**config.mk**
```make
export PLATFORM = sky130hd
export DESIGN_NAME = cdc_handshake_arbiter
export DESIGN_NICKNAME = d
export VERILOG_FILES = /design/src/rtl/cdc_handshake_arbiter_pkg.sv /design/src/rtl/synchronizer_ff.sv /design/src/rtl/cdc_handshake_arbiter.sv
export SDC_FILE = /design/constraint.sdc
export NUM_CORES = 1
export LEC_CHECK = 0
export BUFFER_PORTS_ARGS = -buffer_cell sky130_fd_sc_hd__buf_4
export CAP_MARGIN = 0
export CORE_ASPECT_RATIO = 1.75
export CORE_MARGIN = 3
export CORE_UTILIZATION = 37
export CTS_CLUSTER_SIZE = 16
export DETAILED_ROUTE_END_ITERATION = 16
export SYNTH_ARGS = -nofsm -noshare
export SYNTH_HDL_FRONTEND = slang
export SYNTH_SLANG_ARGS = --single-unit
```
**constraint.sdc**
```tcl
create_clock -name clk -period 3.4 [get_ports clk]
set_input_delay 0.34 -clock clk [delete_from_list [all_inputs] [get_ports clk]]
set_output_delay 0.34 -clock clk [all_outputs]
set_load 0.02 [all_outputs]
```
**src/rtl/cdc_handshake_arbiter_pkg.sv**
```systemverilog
// -----------------------------------------------------------------------------
// cdc_hs_pkg
//   Shared types and helpers for cdc_handshake_arbiter.
//   - hs_state_e : handshake FSM states (IDLE -> REQ -> RELEASE -> IDLE).
//   - rr_pick()  : round-robin scan over a request vector starting at a
//                  pointer; returns a found flag and the granted index.
// -----------------------------------------------------------------------------
package cdc_hs_pkg;

  typedef enum logic [1:0] {
    HS_IDLE    = 2'd0,
    HS_REQ     = 2'd1,
    HS_RELEASE = 2'd2
  } hs_state_e;

  // Upper bound on requesters the helper can scan. Callers zero-extend their
  // request vector to this width and pass their real count in num_req.
  localparam int unsigned RR_MAX_REQ = 32;
  localparam int unsigned RR_IDX_W   = $clog2(RR_MAX_REQ);

  // Scan ptr, ptr+1, ... (mod num_req) and return the first set bit.
  // ptr must be < num_req, so one conditional subtraction replaces the modulo.
  // With num_req constant at the call site the loop folds to a priority mux.
  function automatic logic rr_pick(
    input  logic [RR_MAX_REQ-1:0] valid,
    input  int unsigned           ptr,
    input  int unsigned           num_req,
    output int unsigned           idx
  );
    logic        found;
    int unsigned cand;
    found = 1'b0;
    idx   = 0;
    for (int unsigned i = 0; i < RR_MAX_REQ; i++) begin
      if (i < num_req) begin
        cand = ptr + i;
        if (cand >= num_req) begin
          cand = cand - num_req;
        end
        if (!found && valid[cand[RR_IDX_W-1:0]]) begin
          found = 1'b1;
          idx   = cand;
        end
      end
    end
    return found;
  endfunction

endpackage

```
**src/rtl/synchronizer_ff.sv**
```systemverilog
// -----------------------------------------------------------------------------
// synchronizer_ff
//   Plain multi-flop synchronizer for signals arriving from another clock
//   domain. The flops carry no reset so that nothing but the clock touches the
//   metastability chain.
// Ports:
//   clk : destination-domain clock
//   d   : asynchronous input   [DATA_WIDTH]
//   q   : synchronized output  [DATA_WIDTH], SYNC_DEPTH cycles of latency
// -----------------------------------------------------------------------------
module synchronizer_ff #(
  parameter int DATA_WIDTH = 1,
  parameter int SYNC_DEPTH = 2
) (
  input  logic                  clk,
  input  logic [DATA_WIDTH-1:0] d,
  output logic [DATA_WIDTH-1:0] q
);

  logic [DATA_WIDTH-1:0] stage_q [SYNC_DEPTH];
  logic [DATA_WIDTH-1:0] stage_d [SYNC_DEPTH];

  always_comb begin
    stage_d[0] = d;
    for (int i = 1; i < SYNC_DEPTH; i++) begin
      stage_d[i] = stage_q[i-1];
    end
  end

  genvar gi;
  generate
    for (gi = 0; gi < SYNC_DEPTH; gi++) begin : g_stage
      always_ff @(posedge clk) begin
        stage_q[gi] <= stage_d[gi];
      end
    end
  endgenerate

  assign q = stage_q[SYNC_DEPTH-1];

endmodule

```
**src/rtl/cdc_handshake_arbiter.sv**
```systemverilog
// -----------------------------------------------------------------------------
// cdc_handshake_arbiter
//   Source side of a 4-phase req/ack crossing shared by NUM_REQ requesters.
//   A round-robin arbiter picks one requester while idle, latches its payload
//   and index onto the crossing bus, raises xd_req, waits for the synchronized
//   acknowledge, drops xd_req, waits for the acknowledge to fall and reports
//   completion with a one-cycle done pulse.
//
// Build option:
//   CDC_HS_TIMEOUT_EN - adds a per-phase watchdog of TIMEOUT_CYCLES cycles and
//                       the timeout output. Without it the FSM waits forever.
//
// Ports:
//   clk        in   source-domain clock
//   rst        in   synchronous active-high reset
//   req_valid  in   [NUM_REQ] per-requester request, held until req_ready
//   req_data   in   [NUM_REQ*DATA_WIDTH] payloads, requester i at i*DATA_WIDTH
//   req_ready  out  [NUM_REQ] one-hot accept pulse (combinational, grant cycle)
//   xd_req     out  crossing request (registered)
//   xd_data    out  [DATA_WIDTH] crossing payload, changes only on grant
//   xd_id      out  [$clog2(NUM_REQ)] index of the granted requester
//   xd_ack     in   far-domain acknowledge, asynchronous to clk
//   busy       out  high while the FSM is outside IDLE
//   done       out  one-cycle pulse on handshake completion
//   done_id    out  [$clog2(NUM_REQ)] id of the completed transfer
//   timeout    out  one-cycle watchdog pulse (CDC_HS_TIMEOUT_EN only)
// -----------------------------------------------------------------------------
module cdc_handshake_arbiter
  import cdc_hs_pkg::*;
#(
  parameter int NUM_REQ        = 4,
  parameter int DATA_WIDTH     = 8,
  parameter int SYNC_DEPTH     = 2,
  parameter int TIMEOUT_CYCLES = 1024
) (
  input  logic                          clk,
  input  logic                          rst,
  input  logic [NUM_REQ-1:0]            req_valid,
  input  logic [NUM_REQ*DATA_WIDTH-1:0] req_data,
  output logic [NUM_REQ-1:0]            req_ready,
  output logic                          xd_req,
  output logic [DATA_WIDTH-1:0]         xd_data,
  output logic [$clog2(NUM_REQ)-1:0]    xd_id,
  input  logic                          xd_ack,
  output logic                          busy,
  output logic                          done,
  output logic [$clog2(NUM_REQ)-1:0]    done_id
`ifdef CDC_HS_TIMEOUT_EN
  ,
  output logic                          timeout
`endif
);

  localparam int ID_W = $clog2(NUM_REQ);

  // Reject parameter sets the logic below cannot handle.
  generate
    if (NUM_REQ < 2 || NUM_REQ > int'(RR_MAX_REQ) || SYNC_DEPTH < 2 ||
        TIMEOUT_CYCLES < 1) begin : g_bad_params
      $error("cdc_handshake_arbiter: unsupported parameter set");
    end
  endgenerate

  // ---------------------------------------------------------------------------
  // Acknowledge synchronizer
  // ---------------------------------------------------------------------------
  logic ack_s;

  synchronizer_ff #(
    .DATA_WIDTH (1),
    .SYNC_DEPTH (SYNC_DEPTH)
  ) u_ack_sync (
    .clk (clk),
    .d   (xd_ack),
    .q   (ack_s)
  );

  // ---------------------------------------------------------------------------
  // State
  // ---------------------------------------------------------------------------
  hs_state_e             state_q,   state_d;
  logic [ID_W-1:0]       rr_ptr_q,  rr_ptr_d;
  logic                  xd_req_q,  xd_req_d;
  logic [DATA_WIDTH-1:0] xd_data_q, xd_data_d;
  logic [ID_W-1:0]       xd_id_q,   xd_id_d;
  logic                  busy_q,    busy_d;
  logic                  done_q,    done_d;
  logic [ID_W-1:0]       done_id_q, done_id_d;
  logic [NUM_REQ-1:0]    req_ready_c;

`ifdef CDC_HS_TIMEOUT_EN
  localparam int CNT_W = $clog2(TIMEOUT_CYCLES + 1);
  logic [CNT_W-1:0]      cnt_q,     cnt_d;
  logic                  timeout_q, timeout_d;
`endif

  logic [RR_MAX_REQ-1:0] valid_ext;
  logic                  grant_found;
  int unsigned           pick_idx;

  assign valid_ext = RR_MAX_REQ'(req_valid);

  // ---------------------------------------------------------------------------
  // Next-state logic
  // ---------------------------------------------------------------------------
  always_comb begin
    state_d     = state_q;
    rr_ptr_d    = rr_ptr_q;
    xd_data_d   = xd_data_q;
    xd_id_d     = xd_id_q;
    done_d      = 1'b0;
    done_id_d   = done_id_q;
    req_ready_c = '0;
`ifdef CDC_HS_TIMEOUT_EN
    timeout_d   = 1'b0;
`endif

    grant_found = rr_pick(valid_ext, 32'(rr_ptr_q), NUM_REQ, pick_idx);

    case (state_q)
      HS_IDLE: begin
        // A still-high ack_s means the far side has not yet released a
        // handshake we abandoned (reset or watchdog); starting a new one now
        // would be read as already acknowledged.
        if (!ack_s && grant_found) begin
          req_ready_c = NUM_REQ'(1) << pick_idx;
          xd_data_d   = req_data[pick_idx*DATA_WIDTH +: DATA_WIDTH];
          xd_id_d     = ID_W'(pick_idx);
          if (pick_idx == NUM_REQ - 1) begin
            rr_ptr_d = '0;
          end else begin
            rr_ptr_d = ID_W'(pick_idx + 1);
          end
          state_d = HS_REQ;
        end
      end

      HS_REQ: begin
        if (ack_s) begin
          state_d = HS_RELEASE;
        end
`ifdef CDC_HS_TIMEOUT_EN
        else if (cnt_q == CNT_W'(TIMEOUT_CYCLES - 1)) begin
          timeout_d = 1'b1;
          state_d   = HS_IDLE;
        end
`endif
      end

      HS_RELEASE: begin
        if (!ack_s) begin
          state_d   = HS_IDLE;
          done_d    = 1'b1;
          done_id_d = xd_id_q;
        end
`ifdef CDC_HS_TIMEOUT_EN
        else if (cnt_q == CNT_W'(TIMEOUT_CYCLES - 1)) begin
          timeout_d = 1'b1;
          state_d   = HS_IDLE;
        end
`endif
      end

      default: begin
        state_d = HS_IDLE;
      end
    endcase

    // Outputs are decoded from the next state so they line up with the state
    // register instead of lagging it by a cycle.
    xd_req_d = (state_d == HS_REQ);
    busy_d   = (state_d != HS_IDLE);

`ifdef CDC_HS_TIMEOUT_EN
    // Restart on every phase change so each phase gets the full budget.
    if (state_d != state_q || state_q == HS_IDLE) begin
      cnt_d = '0;
    end else begin
      cnt_d = cnt_q + CNT_W'(1);
    end
`endif
  end

  // ---------------------------------------------------------------------------
  // Registers
  // ---------------------------------------------------------------------------
  always_ff @(posedge clk) begin
    if (rst) begin
      state_q   <= HS_IDLE;
      rr_ptr_q  <= '0;
      xd_req_q  <= 1'b0;
      xd_data_q <= '0;
      xd_id_q   <= '0;
      busy_q    <= 1'b0;
      done_q    <= 1'b0;
      done_id_q <= '0;
`ifdef CDC_HS_TIMEOUT_EN
      cnt_q     <= '0;
      timeout_q <= 1'b0;
`endif
    end else begin
      state_q   <= state_d;
      rr_ptr_q  <= rr_ptr_d;
      xd_req_q  <= xd_req_d;
      xd_data_q <= xd_data_d;
      xd_id_q   <= xd_id_d;
      busy_q    <= busy_d;
      done_q    <= done_d;
      done_id_q <= done_id_d;
`ifdef CDC_HS_TIMEOUT_EN
      cnt_q     <= cnt_d;
      timeout_q <= timeout_d;
`endif
    end
  end

  // ---------------------------------------------------------------------------
  // Outputs
  // ---------------------------------------------------------------------------
  // The accept pulse is combinational so a requester sees it in the cycle its
  // payload is captured; it is masked during reset because nothing is captured.
  assign req_ready = rst ? '0 : req_ready_c;
  assign xd_req    = xd_req_q;
  assign xd_data   = xd_data_q;
  assign xd_id     = xd_id_q;
  assign busy      = busy_q;
  assign done      = done_q;
  assign done_id   = done_id_q;
`ifdef CDC_HS_TIMEOUT_EN
  assign timeout   = timeout_q;
`endif

endmodule

```
==> flow_summary.rst, run 1 <==
.. list-table::
   :header-rows: 1

   * - Metric
     - Value
   * - CTS clock-pin slew for the worst setup and hold paths
     - 0.08 ns
   * - Leading cell types in the layout, fill and taps excluded
     - sky130_fd_sc_hd__buf_4, sky130_fd_sc_hd__dfxtp_1, sky130_fd_sc_hd__nor3_1, sky130_fd_sc_hd__nor2_1
   * - Unrepaired setup endpoints after global routing
     - false
   * - Clock network fraction of total power
     - 11.9%
   * - Max cap viols
     - 0
   * - Area contributors post-synth
     - sky130_fd_sc_hd__dfxtp_1, sky130_fd_sc_hd__mux2_4, sky130_fd_sc_hd__nor3_1
   * - Power share of the sequential group
     - between 20% and 30%
   * - Die Outline Area
     - approximately 0.0047 sq mm
   * - Antenna violations before repair
     - 0
   * - Hold endpoint
     - u_ack_sync.stage_q[0][0]
   * - Flop and latch count out of synthesis
     - 21
   * - Mux cell area share after synthesis
     - between 15 and 20%
   * - Net count after synthesis
     - a little under 200
   * - Final Non-Filler Cells
     - around 260
   * - Number of enable-type register cells in the synthesized netlist
     - 0
   * - Total Negative Setup Slacks
     - 0 ns
   * - Hold WC Path Type
     - input port to flip-flop
   * - Worst endpoint required time
     - roughly 3 ns
   * - R2r setup slk
     - about 0.4 ns
   * - Clock period minus worst slack
     - 3.22 ns
   * - TritonCTS clock tree
     - built
   * - Via total after detailed routing
     - about 1,400
   * - Fill cell total of the finished layout
     - 367
   * - Post-synth cell types
     - 42
   * - Router iterations before antenna repair
     - 4
   * - Post-synth top area share
     - between 20 and 30%
   * - Largest fanout on the critical path
     - 8
   * - Total CTS buffers
     - 3
   * - Launch instance of the worst register-to-register path
     - rr_ptr_q[1]
   * - Leakage
     - 0.865 nW
   * - Global-route usage over all layers
     - around a fifth
   * - Layout cells sized above 1
     - 39.6%
   * - Crit start category
     - flip-flop
   * - Final Slew Violations
     - 0
   * - Internal
     - around 0.8 mW
   * - Standard-cell row count
     - 29
   * - Clock tree root buffer cell
     - sky130_fd_sc_hd__clkbuf_8
   * - Crit path DAT
     - between 2 and 3 ns
   * - Count of warnings emitted by yosys
     - 0
   * - Cell Area, Synth
     - between 0.001 and 0.0015 sq mm
   * - Post-synthesis compound-gate area fraction
     - 17.7%
   * - Worst hold path stage count
     - 1
   * - XOR/XNOR share of the synthesized area
     - 2.99%
   * - Number of failing setup endpoints in the final timing report
     - 0
   * - Dpl hpwl
     - approximately 3200 um
   * - Worst-Skew Late Latency
     - approximately 0.26 ns
   * - Slew @ Worst Pin
     - 0.686 ns
   * - Final RePlAce weighted congestion
     - slightly above 0.9
   * - Cell depth of the worst flop-to-flop path
     - 8
   * - Final hold viol count
     - 0
   * - Mean cell area of the mapped netlist
     - slightly above 9 sq um
   * - Number of placed instances with taps included
     - 254
   * - Worst r2r dst
     - xd_data[4]
   * - Height of the chip
     - just under 90 um
   * - H-tree levels
     - 1
   * - Net count reported at finish
     - between 200 and 300
   * - Simple-Gate Fraction of Synth Area
     - between 20% and 30%
   * - Number of buffers inserted by port buffering
     - 57
   * - Number of top-level pins
     - between 50 and 60
   * - Top FF cell, synth
     - sky130_fd_sc_hd__dfxtp_1
   * - Main combinational cell family by area after synthesis
     - simple AND/OR/NAND/NOR gates
   * - Reported net switching power
     - between 0.5 and 0.6 mW
   * - Synth area leader
     - sky130_fd_sc_hd__dfxtp_1
   * - Number of global-route vias before repair
     - 1,412
   * - Average wire per cell in the routed design
     - 15.6 um
   * - Power per standard cell area
     - roughly 700 mW/mm^2
   * - WL final
     - between 4000 and 5000 um
   * - DRC violation count after routing
     - 0
   * - Grt total ovfl
     - 0
   * - Result of the run
     - finished clean
   * - WS Path Type
     - flip-flop to output pin
   * - Fraction of the cycle the final worst path needs
     - 94.8%
   * - Via count normalized by instance count
     - between 5 and 6
   * - Ys async rst share
     - 0%
   * - Worst Clk Skew
     - between 0.004 and 0.005 ns
   * - Clock Sink Count
     - 21
   * - Maximum number of buffers from clock root to sink
     - 2
   * - Pin count of the biggest net entering global routing
     - 15
   * - Hold path startpoint
     - xd_ack
   * - Synth Area in Adders
     - around 4.4%
   * - Final antenna diode count
     - 0
   * - Max_slew headroom
     - 53.7%
   * - Part of the total power dissipated in combinational logic
     - approximately 64%
   * - Initial core utilization
     - between 30 and 40%
   * - Starting DRC count in detailed routing
     - 14
   * - Endpoint type of the worst setup path
     - output pin
   * - Most common cell after layout, fill and taps aside
     - sky130_fd_sc_hd__buf_4
   * - Max Fclk
     - about 310 MHz
   * - Mapped Cells
     - between 150 and 200
   * - Core box area
     - 0.00366 sq mm
   * - Die Width
     - around 53 um
   * - Synthesis-to-finish area growth
     - 36.0%
   * - Maximum vdd ir drop
     - around 0.00043 V
   * - Residual antenna-violating net count after detailed routing
     - 0
   * - First-pass GRT wire length
     - 6540 um
   * - Switching portion of total power
     - 42.2%
   * - Sequential area share after synthesis
     - 29.6%
-- cells in the mapped netlist, drive strengths merged (2+ instances only) --
cell type,number
a21boi,5
mux2i,7
and2,2
mux2,9
xnor2,2
and3,2
nand2b,5
a21oi,6
nor2,14
or3,2
nand2,7
buf,6
o22ai,3
dfxtp,21
nor4,2
nor3b,4
ha,5
nor2b,3
mux4,2
xor2,2
clkbuf,3
inv,4
nand3,4
a221o,5
nor3,15
a2111oi,4
-- timing repair --
| action | CTS | global route |
|---|---|---|
| hold buffers | 0 | 0 |
| pin swaps | 0 | 0 |
| gates resized for setup | 1 | 2 |
| buffers inserted | 0 | 0 |
| setup endpoints to repair | 2 | 4 |
-- per-stage QoR --
stage / power (mW) / setup slack, ns / utilization, % / hold WS [ns] / instance area (sq um)
final: 1.39 / 0.177 / 52.7 / 0.180 / 1930
after global routing: 1.50 / 0.0191 / 52.7 / 0.172 / 1930
after detailed placement: 1.22 / 0.252 / 51.2 / 0.315 / 1880
after global placement: 1.22 / 0.301 / 51.2 / 0.313 / 1880
after floorplan: 1.00 / 0.309 / - / 0.310 / 1420
after CTS: 1.40 / 0.0136 / 52.6 / 0.172 / 1930
-- metal layers --
layer  vias to the layer above  wire (um)  part of all wire (%)  global-route usage, %
met3                         6        207                   5.2                   2.56
met4                         0         72                   1.8                   7.67
met2                        40       2230                    56                   35.2
li1                        685          -                     -                      -
met1                       621       1500                    37                   19.8
met5                         -          0                     0                      0
-- state kept, by name, summed over array words and instances (netlist names) --
register            cells
xd_data                 8
done_id                 2
rr_ptr_q                2
state_q                 2
u_ack_sync.stage_q      2
xd_id                   2
busy                    1
done                    1
xd_req                  1
-- power by group through the flow --
stage	Combinational [mW]	Clock [mW]	Sequential, mW
floorplan	0.617	0	0.387
global placement	0.877	0	0.338
detailed placement	0.883	0	0.342
CTS	0.893	0.172	0.336
global route	0.976	0.183	0.344
finish	0.886	0.165	0.337
-- worst max-delay path, cell delays in order, from the launching register on --
cell and delay (ns):
sky130_fd_sc_hd__dfxtp_2 0.41, sky130_fd_sc_hd__inv_1 0.09, sky130_fd_sc_hd__ha_2 0.42, sky130_fd_sc_hd__mux2_2 0.36, sky130_fd_sc_hd__a22o_1 0.23, sky130_fd_sc_hd__or3_1 0.52, sky130_fd_sc_hd__nor2b_1 0.23, sky130_fd_sc_hd__nand2b_1 0.16
sky130_fd_sc_hd__nor2_1 0.05, sky130_fd_sc_hd__buf_4 0.15
-- kinds of logic after synthesis --
logic type               Yosys count
AND/OR/NAND/NOR                   63
adder cells (fa/ha/maj)            5
buffers and inverters             13
flip-flops                        21
AO/OA/AOI/OAI                     31
XOR/XNOR                           4
multiplexers                      18
-- worst max path at each step --
stage,start,to,slack [ns],cells after the start
6_report,rr_ptr_q[1],req_ready[2],0.18,9
5_1_grt,rr_ptr_q[1],req_ready[3],0.02,9
4_1_cts,rr_ptr_q[1],req_ready[2],0.01,9
3_5_place_dp,rr_ptr_q[1],req_ready[1],0.25,8
3_3_place_gp,rr_ptr_q[1],req_ready[1],0.30,8
2_1_floorplan,rr_ptr_q[0],req_ready[1],0.31,9
-- layout make-up --
cell class	count	area [sq um]	share of cell area [%]
Clock buffer	3	41.3	2.14
Tap cell	46	57.6	2.98
Timing Repair Buffer	62	465	24.1
Inverter	4	15.0	0.777
Clock inverter	1	5.00	0.259
Multi-Input combinational cell	121	927	48.0
Sequential cell	21	422	21.8
No activity file was read; power rests on OpenSTA's default activity.
==> inputs of run 2 (changes only) <==
--- a/config.mk
+++ b/config.mk
@@ -12,6 +12,7 @@
 export CORE_UTILIZATION = 37
 export CTS_CLUSTER_SIZE = 16
 export DETAILED_ROUTE_END_ITERATION = 16
+export SETUP_SLACK_MARGIN = 0.4
 export SYNTH_ARGS = -nofsm -noshare
 export SYNTH_HDL_FRONTEND = slang
 export SYNTH_SLANG_ARGS = --single-unit
==> flow_summary.rst, run 2 (synthesized netlist as in run 1, its figures left out) <==
.. list-table::
   :header-rows: 1

   * - Metric
     - Value
   * - Pin count of the biggest net entering global routing
     - 15 (unchanged)
   * - H-tree levels
     - 1 (unchanged)
   * - First-pass GRT wire length
     - 6600 um (was 6540 um)
   * - Fill cell total of the finished layout
     - 349 (was 367)
   * - Unrepaired setup endpoints after global routing
     - false (unchanged)
   * - Largest fanout on the critical path
     - 10 (was 8)
   * - CP max-delay cell
     - sky130_fd_sc_hd__or3_4 (was sky130_fd_sc_hd__or3_1)
   * - Post-layout instance area
     - 0.00204 sq mm (was 0.00193 sq mm)
   * - Number of top-level pins
     - 58 (unchanged)
   * - Endpoint type of the worst setup path
     - output pin (unchanged)
   * - Crit start category
     - flip-flop (unchanged)
   * - Initial core utilization
     - 38.8% (unchanged)
   * - Clock Sink Count
     - 21 (unchanged)
   * - Final antenna diode count
     - 0 (unchanged)
   * - Via total after detailed routing
     - 1,435 (was 1,352)
   * - Height of the chip
     - 88.0 um (unchanged)
   * - Result of the run
     - finished clean (unchanged)
   * - Router iterations before antenna repair
     - 4 (unchanged)
   * - Post-cts hold buffer count
     - 0 (unchanged)
   * - Clock tree root buffer cell
     - sky130_fd_sc_hd__clkbuf_8 (unchanged)
   * - Number of buffers inserted by port buffering
     - 57 (unchanged)
   * - Average wire per cell in the routed design
     - 16.0 um (was 15.6 um)
   * - Fraction of the cycle the final worst path needs
     - 85.8% (was 94.8%)
   * - Hold WC Path Type
     - input port to flip-flop (unchanged)
   * - Number of global-route vias before repair
     - 1,461 (was 1,412)
   * - Max_slew headroom
     - 65.1% (was 53.7%)
   * - Worst endpoint required time
     - 3.06 ns (about the same)
   * - Residual antenna-violating net count after detailed routing
     - 0 (unchanged)
   * - Antenna violations before repair
     - 0 (unchanged)
   * - WL final
     - 4260 um (was 4010 um)
   * - Maximum number of buffers from clock root to sink
     - 2 (unchanged)
   * - Dpl hpwl
     - 3310 um (was 3230 um)
   * - Final RePlAce weighted congestion
     - 0.863 (was 0.907)
   * - Leading cell types in the layout, fill and taps excluded
     - sky130_fd_sc_hd__buf_4, sky130_fd_sc_hd__dfxtp_1, sky130_fd_sc_hd__nor3_1, sky130_fd_sc_hd__nor2_1 (unchanged)
   * - WS Path Type
     - flip-flop to output pin (unchanged)
   * - Via count normalized by instance count
     - 5.39 (was 5.24)
   * - Post-place instance area
     - 0.00189 sq mm (was 0.00188 sq mm)
   * - Clock period minus worst slack
     - 2.92 ns (was 3.22 ns)
   * - Die Outline Area
     - 0.00465 sq mm (unchanged)
   * - Area of the multi-input gates
     - 975 sq um (was 927 sq um)
   * - Cell-by-cell listing of the critical path
     - inv_1 > ha_4 > mux2_2 > a22o_4 > or3_4 > and2_4 > and2b_1 > buf_4 (was inv_1 > ha_2 > mux2_2 > a22o_1 > or3_1 > nor2b_1 > nand2b_1 > nor2_1 > buf_4)
   * - Starting DRC count in detailed routing
     - 37 (was 14)
   * - Die Width
     - 52.9 um (unchanged)
   * - Leakage
     - 0.916 nW (was 0.865 nW)
   * - Maximum vdd ir drop
     - 0.000465 V (was 0.000426 V)
   * - Worst Clk Skew
     - 0.00225 ns (was 0.00406 ns)
   * - Worst slack on hold paths
     - 0.177 ns (was 0.180 ns)
   * - Global-route usage over all layers
     - 18.9% (was 18.6%)
   * - Number of failing setup endpoints in the final timing report
     - 0 (unchanged)
   * - Layout cells sized above 1
     - 44.5% (was 39.6%)
   * - Max cap viols
     - 0 (unchanged)
   * - Synthesis-to-finish area growth
     - 43.7% (was 36.0%)
   * - Total CTS buffers
     - 3 (unchanged)
   * - Final hold viol count
     - 0 (unchanged)
   * - Total Negative Setup Slacks
     - 0 ns (unchanged)
   * - DRC violation count after routing
     - 0 (unchanged)
   * - Area occupied by registers
     - 424 sq um (was 422 sq um)
   * - TritonCTS clock tree
     - built (unchanged)
   * - Minimum setup slack after placement
     - 0.229 ns (was 0.252 ns)
   * - Max FFs per register
     - 8 (unchanged)
   * - Worst-Skew Late Latency
     - 0.26 ns (about the same)
   * - Most common cell after layout, fill and taps aside
     - sky130_fd_sc_hd__buf_4 (unchanged)
   * - Grt total ovfl
     - 0 (unchanged)
   * - Max Fclk
     - 343 MHz (was 310 MHz)
   * - CTS clock-pin slew for the worst setup and hold paths
     - 0.08 ns (about the same)
   * - Bufs and invs on worst path
     - 2 (unchanged)
   * - Slew @ Worst Pin
     - 0.515 ns (was 0.686 ns)
   * - Power per standard cell area
     - 739 mW/mm^2 (was 718 mW/mm^2)
   * - Net count reported at finish
     - 265 (was 257)
   * - Crit path DAT
     - 2.58 ns (was 2.88 ns)
   * - Worst stage delay on the critical path
     - 0.42 ns (was 0.52 ns)
   * - Worst setup slack after layout
     - 0.482 ns (was 0.177 ns)
   * - Core box area
     - 0.00366 sq mm (unchanged)
   * - CP top delay family
     - simple AND/OR/NAND/NOR gates (unchanged)
   * - Standard-cell row count
     - 29 (unchanged)
   * - Final Slew Violations
     - 0 (unchanged)
==> run 2: per-stage QoR <==
stage | utilization [%] | instances | power, mW
floorplan | - | 155 | 1.01
global placement | 51.6 | 255 | 1.21
detailed placement | 51.6 | 255 | 1.23
CTS | 54.6 | 264 | 1.44
global route | 55.7 | 266 | 1.61
finish | 55.7 | 266 | 1.51
==> run 2: final cells by class <==
class                           count  area share, %
Clock buffer                        4           2.21
Inverter                            4          0.735
Multi-Input combinational cell    121           47.7
Sequential cell                    21           20.8
Tap cell                           46           2.82
Timing Repair Buffer               70           25.7
==> run 2: final timing paths <==
check / depth (start not counted) / slack [ns] / end / startpoint
hold reg to reg: 0 / 0.33 / u_ack_sync.stage_q[0][1] / u_ack_sync.stage_q[0][0]
setup reg to reg: 9 / 0.53 / xd_data[2] / rr_ptr_q[0]
hold / removal: 1 / 0.18 / u_ack_sync.stage_q[0][0] / xd_ack
setup / recovery: 8 / 0.48 / req_ready[0] / rr_ptr_q[0]
==> run 2: per-layer routing <==
layer / vias up / track usage (%) / wire length (um)
li1: 698 / - / -
met1: 672 / 19.1 / 1590
met2: 53 / 35.9 / 2330
met3: 12 / 2.04 / 215
met4: 0 / 10.2 / 128
met5: - / 0 / 0
==> run 2: report_power, final <==
part	internal, mW	total (mW)	switching (mW)
Combinational	0.494	1.01	0.517
Clock	0.0835	0.165	0.0817
Sequential	0.300	0.333	0.0329
==> run 2: timing repair <==
action / CTS / global route
setup buffers: 5 / 2
resized for setup: 6 / 6
setup endpoints to repair: 12 / 4
pin swaps: 1 / 3
cloned: 0 / 0
